## config.mk

```make
export PLATFORM = sky130hd
export DESIGN_NAME = fpadd_pipe
export DESIGN_NICKNAME = d
export VERILOG_FILES = /design/src/rtl/fpadd_pipe.sv
export SDC_FILE = /design/constraint.sdc
export NUM_CORES = 1
export LEC_CHECK = 0
export ABC_AREA = 1
export BUFFER_PORTS_ARGS = -buffer_cell sky130_fd_sc_hd__buf_2
export CORE_ASPECT_RATIO = 1.75
export CORE_UTILIZATION = 40
export CTS_CLUSTER_DIAMETER = 150
export CTS_CLUSTER_SIZE = 28
export DETAILED_ROUTE_END_ITERATION = 8
export GPL_TIMING_DRIVEN = 0
export PLACE_DENSITY = 0.65
export SYNTH_ARGS = -nofsm -noshare
export SYNTH_HDL_FRONTEND = slang
export SYNTH_SLANG_ARGS = --single-unit
```

## constraint.sdc

```tcl
create_clock -name clk -period 14.4 [get_ports clk]
set_input_delay 1.44 -clock clk [delete_from_list [all_inputs] [get_ports clk]]
set_output_delay 1.44 -clock clk [all_outputs]
set_load 0.03 [all_outputs]
```

## src/rtl/fpadd_pipe.sv

```systemverilog
// Pipelined IEEE-754 adder/subtractor: operand capture, unpack/align,
// add/normalise, round/pack; RNE rounding with flush-to-zero of subnormals.
module fpadd_pipe #(
  parameter int EXP_W = 8,
  parameter int MAN_W = 23
) (
  input  logic                     clk,
  input  logic                     reset,
  input  logic                     in_valid,
  output logic                     in_ready,
  input  logic [EXP_W+MAN_W:0]     a,
  input  logic [EXP_W+MAN_W:0]     b,
  input  logic                     sub,
  output logic                     out_valid,
  input  logic                     out_ready,
  output logic [EXP_W+MAN_W:0]     s,
  output logic [2:0]               flags
);

  localparam int W  = 1 + EXP_W + MAN_W;
  localparam int M  = MAN_W + 4;  // hidden + fraction + guard/round/sticky
  localparam int EW = EXP_W + 2;  // exponent with sign and carry headroom

  localparam logic [W-1:0]     QNAN  = {1'b0, {EXP_W{1'b1}}, 1'b1, {(MAN_W-1){1'b0}}};
  localparam logic [EXP_W:0]   SHMAX = (EXP_W+1)'(MAN_W + 3);
  localparam logic [EW-1:0]    EMAX  = EW'((1 << EXP_W) - 1);

  logic advance;
  assign advance  = !out_valid || out_ready;
  assign in_ready = advance;

  // operand capture
  logic         r0_valid;
  logic [W-1:0] r0_a, r0_b;
  logic         r0_sub;

  // stage 1: unpack / special detection / align
  logic               sa, sb, sl, ss;
  logic [EXP_W-1:0]   ea, eb, el, es, d;
  logic [MAN_W-1:0]   fa, fb, fl, fs;
  logic               a_nan, b_nan, a_snan, b_snan, a_inf, b_inf, swap;
  logic [MAN_W:0]     sig_s;
  logic [2*M-3:0]     wide;
  logic [M-1:0]       c1_ma, c1_mb;
  logic               c1_spec, c1_spec_nv;
  logic [W-1:0]       c1_spec_res;

  always_comb begin
    sa = r0_a[W-1];
    ea = r0_a[W-2:MAN_W];
    fa = (r0_a[W-2:MAN_W] == '0) ? '0 : r0_a[MAN_W-1:0];
    sb = r0_b[W-1] ^ r0_sub;
    eb = r0_b[W-2:MAN_W];
    fb = (r0_b[W-2:MAN_W] == '0) ? '0 : r0_b[MAN_W-1:0];

    a_nan  = (&ea) && (|fa);
    b_nan  = (&eb) && (|fb);
    a_snan = a_nan && !fa[MAN_W-1];
    b_snan = b_nan && !fb[MAN_W-1];
    a_inf  = (&ea) && !(|fa);
    b_inf  = (&eb) && !(|fb);

    c1_spec     = a_nan || b_nan || a_inf || b_inf;
    c1_spec_nv  = 1'b0;
    c1_spec_res = QNAN;
    if (a_nan || b_nan) begin
      c1_spec_nv = a_snan || b_snan;
    end else if (a_inf && b_inf && (sa != sb)) begin
      c1_spec_nv = 1'b1;
    end else if (a_inf) begin
      c1_spec_res = {sa, {EXP_W{1'b1}}, {MAN_W{1'b0}}};
    end else if (b_inf) begin
      c1_spec_res = {sb, {EXP_W{1'b1}}, {MAN_W{1'b0}}};
    end

    swap = {eb, fb} > {ea, fa};
    sl = swap ? sb : sa;
    ss = swap ? sa : sb;
    el = swap ? eb : ea;
    es = swap ? ea : eb;
    fl = swap ? fb : fa;
    fs = swap ? fa : fb;
    d  = el - es;

    sig_s = {es != '0, fs};
    wide  = {sig_s, 2'b00, {(M-1){1'b0}}} >> d;
    c1_ma = {el != '0, fl, 3'b000};
    if ({1'b0, d} >= SHMAX) begin
      c1_mb = {{(M-1){1'b0}}, |sig_s};
    end else begin
      c1_mb = {wide[2*M-3 -: M-1], |wide[M-2:0]};
    end
  end

  logic               s1_valid, s1_spec, s1_spec_nv, s1_sign, s1_sub, s1_zsign;
  logic [W-1:0]       s1_spec_res;
  logic [EXP_W-1:0]   s1_exp;
  logic [M-1:0]       s1_ma, s1_mb;

  // stage 2: add / normalise
  logic [M:0]     sum;
  logic [EW-1:0]  lz, c2_exp;
  logic [M-1:0]   c2_man;
  logic           found;

  always_comb begin
    sum = s1_sub ? ({1'b0, s1_ma} - {1'b0, s1_mb}) : ({1'b0, s1_ma} + {1'b0, s1_mb});
    lz    = '0;
    found = 1'b0;
    for (int unsigned i = 0; i < M; i++) begin
      if (!found && sum[M-1-i]) begin
        found = 1'b1;
        lz    = EW'(i);
      end
    end
    if (sum[M]) begin
      c2_man = {sum[M:2], sum[1] | sum[0]};
      c2_exp = {2'b00, s1_exp} + EW'(1);
    end else begin
      c2_man = sum[M-1:0] << lz;
      c2_exp = {2'b00, s1_exp} - lz;
    end
  end

  logic               s2_valid, s2_spec, s2_spec_nv, s2_sign, s2_zero, s2_zsign;
  logic [W-1:0]       s2_spec_res;
  logic [EW-1:0]      s2_exp;
  logic [M-1:0]       s2_man;

  // stage 3: round / pack
  logic               g, r, st, inc, nx;
  logic [MAN_W+1:0]   rnd;
  logic [EW-1:0]      exp_r;
  logic [MAN_W-1:0]   frac;
  logic [W-1:0]       c3_s;
  logic [2:0]         c3_f;

  always_comb begin
    g   = s2_man[2];
    r   = s2_man[1];
    st  = s2_man[0];
    inc = g && (r || st || s2_man[3]);
    nx  = g || r || st;
    rnd   = {1'b0, s2_man[M-1:3]} + (MAN_W+2)'(inc);
    exp_r = s2_exp + EW'(rnd[MAN_W+1]);
    frac  = rnd[MAN_W+1] ? rnd[MAN_W:1] : rnd[MAN_W-1:0];

    if (s2_spec) begin
      c3_s = s2_spec_res;
      c3_f = {s2_spec_nv, 2'b00};
    end else if (s2_zero) begin
      c3_s = {s2_zsign, {(W-1){1'b0}}};
      c3_f = 3'b000;
    end else if (!exp_r[EW-1] && (exp_r >= EMAX)) begin
      c3_s = {s2_sign, {EXP_W{1'b1}}, {MAN_W{1'b0}}};
      c3_f = 3'b011;
    end else if (exp_r[EW-1] || (exp_r == '0)) begin
      c3_s = {s2_sign, {(W-1){1'b0}}};
      c3_f = 3'b001;
    end else begin
      c3_s = {s2_sign, exp_r[EXP_W-1:0], frac};
      c3_f = {2'b00, nx};
    end
  end

  always_ff @(posedge clk) begin
    if (reset) begin
      r0_valid  <= 1'b0;
      s1_valid  <= 1'b0;
      s2_valid  <= 1'b0;
      out_valid <= 1'b0;
      s         <= '0;
      flags     <= '0;
    end else if (advance) begin
      r0_valid <= in_valid;
      r0_a     <= a;
      r0_b     <= b;
      r0_sub   <= sub;

      s1_valid    <= r0_valid;
      s1_spec     <= c1_spec;
      s1_spec_nv  <= c1_spec_nv;
      s1_spec_res <= c1_spec_res;
      s1_sign     <= sl;
      s1_sub      <= sl ^ ss;
      s1_zsign    <= sa & sb;
      s1_exp      <= el;
      s1_ma       <= c1_ma;
      s1_mb       <= c1_mb;

      s2_valid    <= s1_valid;
      s2_spec     <= s1_spec;
      s2_spec_nv  <= s1_spec_nv;
      s2_spec_res <= s1_spec_res;
      s2_sign     <= s1_sign;
      s2_zsign    <= s1_zsign;
      s2_zero     <= (sum == '0);
      s2_exp      <= c2_exp;
      s2_man      <= c2_man;

      out_valid <= s2_valid;
      s         <= s2_valid ? c3_s : '0;
      flags     <= s2_valid ? c3_f : '0;
    end
  end

endmodule

```

Yosys cells after proc, flatten, opt, wreduce, memory -nomap -nowiden
Cells that the tools add are included.
{"block": "classes", "n_div": 0, "eq_ne": 1, "shifts": 2, "bitwise": 5, "n_addsub": 7, "muxes": 79, "n_lt_le_gt_ge": 3, "reduce_logical": 93, "multipliers": 0}
{"op": "two-way mux 10 bit", "count": 26}
{"op": "two-way mux 32 bit", "count": 5}
{"op": "two-way mux 23 bit", "count": 5}
{"op": "two-way mux 31 bit", "count": 2}
{"op": "right shift 52 x 8 -> 52 bit", "count": 1}
{"op": "OR reduction 23 bit", "count": 2}
{"op": "logical AND 1 bit", "count": 36}
{"op": "two-way mux 1 bit", "count": 33}
{"op": "logical NOT 1 bit", "count": 32}
{"op": "> comparator 31 bit", "count": 1}
{"op": "adder 27 x 27 -> 28 bit", "count": 1}
{"op": "logical NOT 28 bit", "count": 1}
{"op": "two-way mux 28 bit", "count": 1}
{"op": "subtractor 27 x 27 -> 28 bit", "count": 1}
{"op": "<< shifter 27 x 10 -> 27 bit", "count": 1}
{"op": "two-way mux 26 bit", "count": 1}
{"op": "OR reduction 26 bit", "count": 1}
{"op": "adder 24 x 1 -> 25 bit", "count": 1}
{"op": "OR reduction 24 bit", "count": 1}
{"op": "logical NOT 8 bit", "count": 2}
{"op": "two-way mux 8 bit", "count": 2}
{"op": "AND reduction 8 bit", "count": 2}
{"op": "nonzero test 8 bit", "count": 2}
{"op": "adder 10 x 1 -> 10 bit", "count": 1}
{"op": "other kinds (17)", "count": 29}
{"block": "totals", "n_memories": 0, "mem_bits_ro": 0, "output_inout_bits": 37, "latchBits": 0, "register_bits": 274, "in_bits": 69, "ram_bits": 0, "elab_cells": 219}

Depth between registers and ports, before layout
{"block": "logic_depth", "depth_word": 83, "depth_mapped": 43, "depth_no_buf": 40}

Least setup slack after synthesis
OpenSTA, ideal clock, no wires.
{"block": "synth_path", "kind": "input port to flip-flop", "from": "in out_ready", "to": "reg r0_a[0] (enable)", "path_buffers": 1, "required_time_ns": 13.687, "cell_stages": 3, "setup_time_ns": 0.713, "slack_ns": 4.699, "arrival_time_ns": 8.988, "cell_sequence": "nor2_1 clkbuf_1 nor2_1"}
{"block": "synth_via", "elab_chain_cells": 2}
{"item": "from (decl)", "line": "15", "source": "input logic out_ready,"}
{"item": "logical OR 1 bit", "line": "29", "source": "assign advance = !out_valid || out_ready;"}
{"item": "AND reduction 2 bit (no line)"}
{"item": "to (signal assigned)", "line": "176", "source": "r0_a <= a;"}
{"item": "to (decl)", "line": "34", "source": "logic [W-1:0] r0_a, r0_b;"}
No other way between the ends.
A chain may end at the register's enable or synchronous reset.

Worst setup path after layout
{"block": "layout_path", "from": "reg r0_b[30]", "to": "reg s1_mb[22], data pin"}
{"block": "layout_via", "elab_chain_cells": 6, "word_cells_on_any_way": 10, "cone_classes": "add/sub (1); order compare (2); shift (1); mux (4); reduce/logical (2)"}
{"item": "from (decl)", "line": "34"}
{"item": "from (signal assigned)", "line": "177", "source": "r0_b <= b;"}
{"item": "logical NOT 8 bit", "line": "54", "source": "fb = (r0_b[W-2:MAN_W] == '0) ? '0 : r0_b[MAN_W-1:0];"}
{"item": "two-way mux 23 bit", "line": "54"}
{"item": "> comparator 31 bit", "line": "76", "source": "swap = {eb, fb} > {ea, fa};"}
{"item": "two-way mux 8 bit (on tied branches)", "line": "79, 80"}
{"item": "subtractor 8 bit / nonzero test 8 bit (equally long branches)", "line": "83, 85"}
{"item": "right shift 52 x 8 -> 52 bit / >= comparator 8 x 5 -> 1 bit (equally long branches)", "line": "86, 88"}
{"item": "to (signal assigned)", "line": "189", "source": "s1_mb <= c1_mb;"}
{"item": "to (decl)", "line": "98", "source": "logic [M-1:0] s1_ma, s1_mb;"}
Several ways; a longest one is shown, not always the timed one.

==> results_dict.tcl <==
set metrics [dict create \
    detail_route.vias_per_cell 5.47 \
    hold_violations 0 \
    fin_area_mm2 0.0192 \
    drv_slew 0 \
    post_cts_buffers 0 \
    ys_ff_latch 214 \
    r2r_setup_slack_ps 7140 \
    worstSetupStartpointType "flip-flop" \
    arrival_ps 7470 \
    rsz0062_at_grt "false" \
    regArea_mm2 0.00604 \
    r2r-end "s1_mb[22]" \
    fillers 4587 \
    setup_viol 0 \
    die_w_um 160 \
    cts_sinks 214 \
    ys_warn_count 0 \
    insertion_delay_ps 520 \
    cp-end-kind "flip-flop" \
    synth_cells 2554 \
    outcome "finished, final reports clean" \
    grt_use_met3_pct 2.82 \
    io_pins 106 \
    gp_congestion 0.970 \
    hp-class "reg -> reg" \
    ys.flop_type "edfxtp_1" \
    coreArea_mm2 0.0432 \
    synth-edff-count 175 \
    diodes 0 \
    final_cell_mix "774 x nand2_1, 327 x nand3_1, 287 x inv_1, 205 x nor2_1, 175 x edfxtp_1" \
    max-cap-violations 0 \
    clock_path_buffers 3 \
    yosysTopAreaCell "edfxtp_1" \
    die_y_um 279 \
    drtPass1Iterations 5 \
    cts_max_level 1 \
    worst_pin_slew_ps 1310 \
    finClkSkew_ps 40.3 \
    whs_endpoint "s2_sign" \
    cts_resized 0 \
    clock.fmax_mhz 138 \
    place_area_mm2 0.0188 \
    yosysSeqAreaShare_pct 34.5 \
    netlist_area_mm2 0.0175 \
    r2r_cells 25 \
    power_frac_clock_pct 14.4 \
    use_met2_pct 63.2 \
    seqPwrFrac_pct 32.2 \
    min_path_cells 0 \
    wl_per_cell_um 21.3 \
    detail_route.iter0.violations 964 \
    synth_top_area_share_pct 30.0 \
    grt_pass1_wl_um 102000 \
    wl_um 69200 \
    portBuffers 104 \
    fp-row-count 101 \
    ir_worst_vdd_v 0.000135 \
    swShare_pct 48.7 \
    syn2layout_area_growth_pct 9.47 \
    grt_pass1_vias 17738 \
    synth_cell_types 63 \
    p_leak_nw 8.88 \
    grtUsageMet1_pct 23.9 \
    ant_nets 0 \
    initial_utilization_pct 40.5 \
    postCtsHoldBufs 0 \
    antenna_found_initial 1 \
    syn-num-nets 2717 \
    dpl.hpwl_um 58200 \
    num_vias 17762 \
    syn_avg_cell_area_um2 6.85 \
    period_share_pct 50.4 \
    drc 0 \
    cp.required_ps 14610 \
    power.internal_mw 1.27 \
    cp_max_fo 10 \
    r2r_start "r0_b[30]" \
    p_sw_mw 1.20 \
    busiest_layer "met2" \
    period_minus_slack_ps 7260 \
    grt_max_degree 38 \
    clockRootBuffer "clkbuf_16" \
    slew_headroom_pct 11.5 \
    async_flop_share_pct 0 \
    drive_above_1_share_pct 8.66 \
    worstHoldStart "s1_sign" \
    tritoncts "yes" \
    netlist_top_cells_area "edfxtp_1 30%, nand2_1 17%, nand3_1 9.4%, ha_1 6.6%, inv_1 6.2%" \
    grt-ovfl-total 0 \
    die_area_mm2 0.0446 \
    clk_pin_slew_ps 110 \
    worst-setup-path-type "reg -> reg" \
    final_common_cell "nand2_1" \
    cts_made_buffers 11 \
    p_comb_share_pct 53.4 \
    grt_usage_pct 30.8 \
    nNetsFinal 2839 \
    power_density_mw_per_mm2 129 \
    fin_tns_setup_ps 0 \
    multi_input_area_mm2 0.00980 \
]
-- flip-flops by register name (all words and copies together), names as in the netlist, 2 cells and up --
| signal | cells |
|---|---|
| s2_spec_res | 2 |
| flags | 3 |
| s1_exp | 8 |
| s2_man | 27 |
| s | 32 |
| s1_ma | 24 |
| s1_spec_res | 2 |
| s1_mb | 27 |
| s2_exp | 10 |
| r0_a | 32 |
| r0_b | 32 |
-- per-stage QoR --
stage               hold WS (ps)  power, mW  utilization [%]  cells  worst slack (ps)
detailed placement           405       2.10             43.6   3229              7360
global placement             402       2.10             43.3   3224              1810
global route                 435       2.62             44.3   3246              6820
floorplan                    400       1.66                -   2554              4700
CTS                          431       2.45             44.3   3246              7330
finish                       431       2.47             44.3   3246              7140
-- cell type report --
| cell class | count | area share (%) |
|---|---|---|
| Sequential cell | 214 | 31.5 |
| Buffer | 93 | 2.39 |
| Clock buffer | 16 | 1.59 |
| Clock inverter | 1 | 0.0457 |
| Timing Repair Buffer | 109 | 3.28 |
| Inverter | 323 | 6.33 |
| Multi-Input combinational cell | 1924 | 51.2 |
| Tap cell | 566 | 3.70 |
-- worst max-delay path by stage --
stage,from,to
floorplan,out_ready,r0_a[0]
global route,r0_b[30],s1_mb[22]
global placement,out_ready,r0_b[16]
CTS,r0_b[30],s1_mb[26]
detailed placement,r0_b[30],s1_mb[26]
finish,r0_b[30],s1_mb[22]
-- logic make-up after synthesis --
logic type                 synth area share (%)
buffers and inverters                      9.55
and+or+nand+nor                            35.8
DFF                                        34.5
muxes                                     0.122
xor gates and xnor gates                   2.50
adders and majority gates                  6.81
AOI/OAI and AO/OA                          10.8
-- metal layers --
layer,wire [um],vias up
met5,13,-
met4,7890,2
met3,2080,275
met2,38900,588
met1,20300,8163
li1,-,8734
-- cells in the mapped netlist (29+ instances only) --
master    instances
edfxtp_1        175
ha_1             92
o21ai_1          36
nand4_1          49
a21oi_1          94
inv_1           287
clkbuf_1         43
nand3_1         327
xor2_1           38
nor2_1          206
dfxtp_1          39
nand2_1         774
nor3_1           30
buf_2            30
inv_2            29
o21ai_0         104
-- critical path, cell delays in order (launching register included) --
cell	delay, ps
edfxtp_1	490
inv_1	130
nand4_1	130
nor2_1	370
clkbuf_1	500
nor2_1	240
ha_1	380
nand2_1	100
nor4_1	310
nand3_1	330
nand2_2	220
buf_6	160
nand2_1	50
o21ai_1	110
nand2_1	120
ha_1	200
a21oi_2	180
o211ai_1	160
xor2_1	620
a211oi_1	90
nor4_1	750
inv_1	270
nor2_1	190
inv_2	70
buf_2	180
nor2_1	610
-- power by group through the flow --
stage               clock, mW  sequential (mW)  combinational, mW
finish                  0.357            0.795               1.32
CTS                     0.366            0.796               1.29
global placement            0            0.817               1.28
detailed placement          0            0.810               1.29
global route            0.379            0.802               1.44
floorplan                   0            0.804              0.859
No activity file was read; power rests on OpenSTA's default activity.
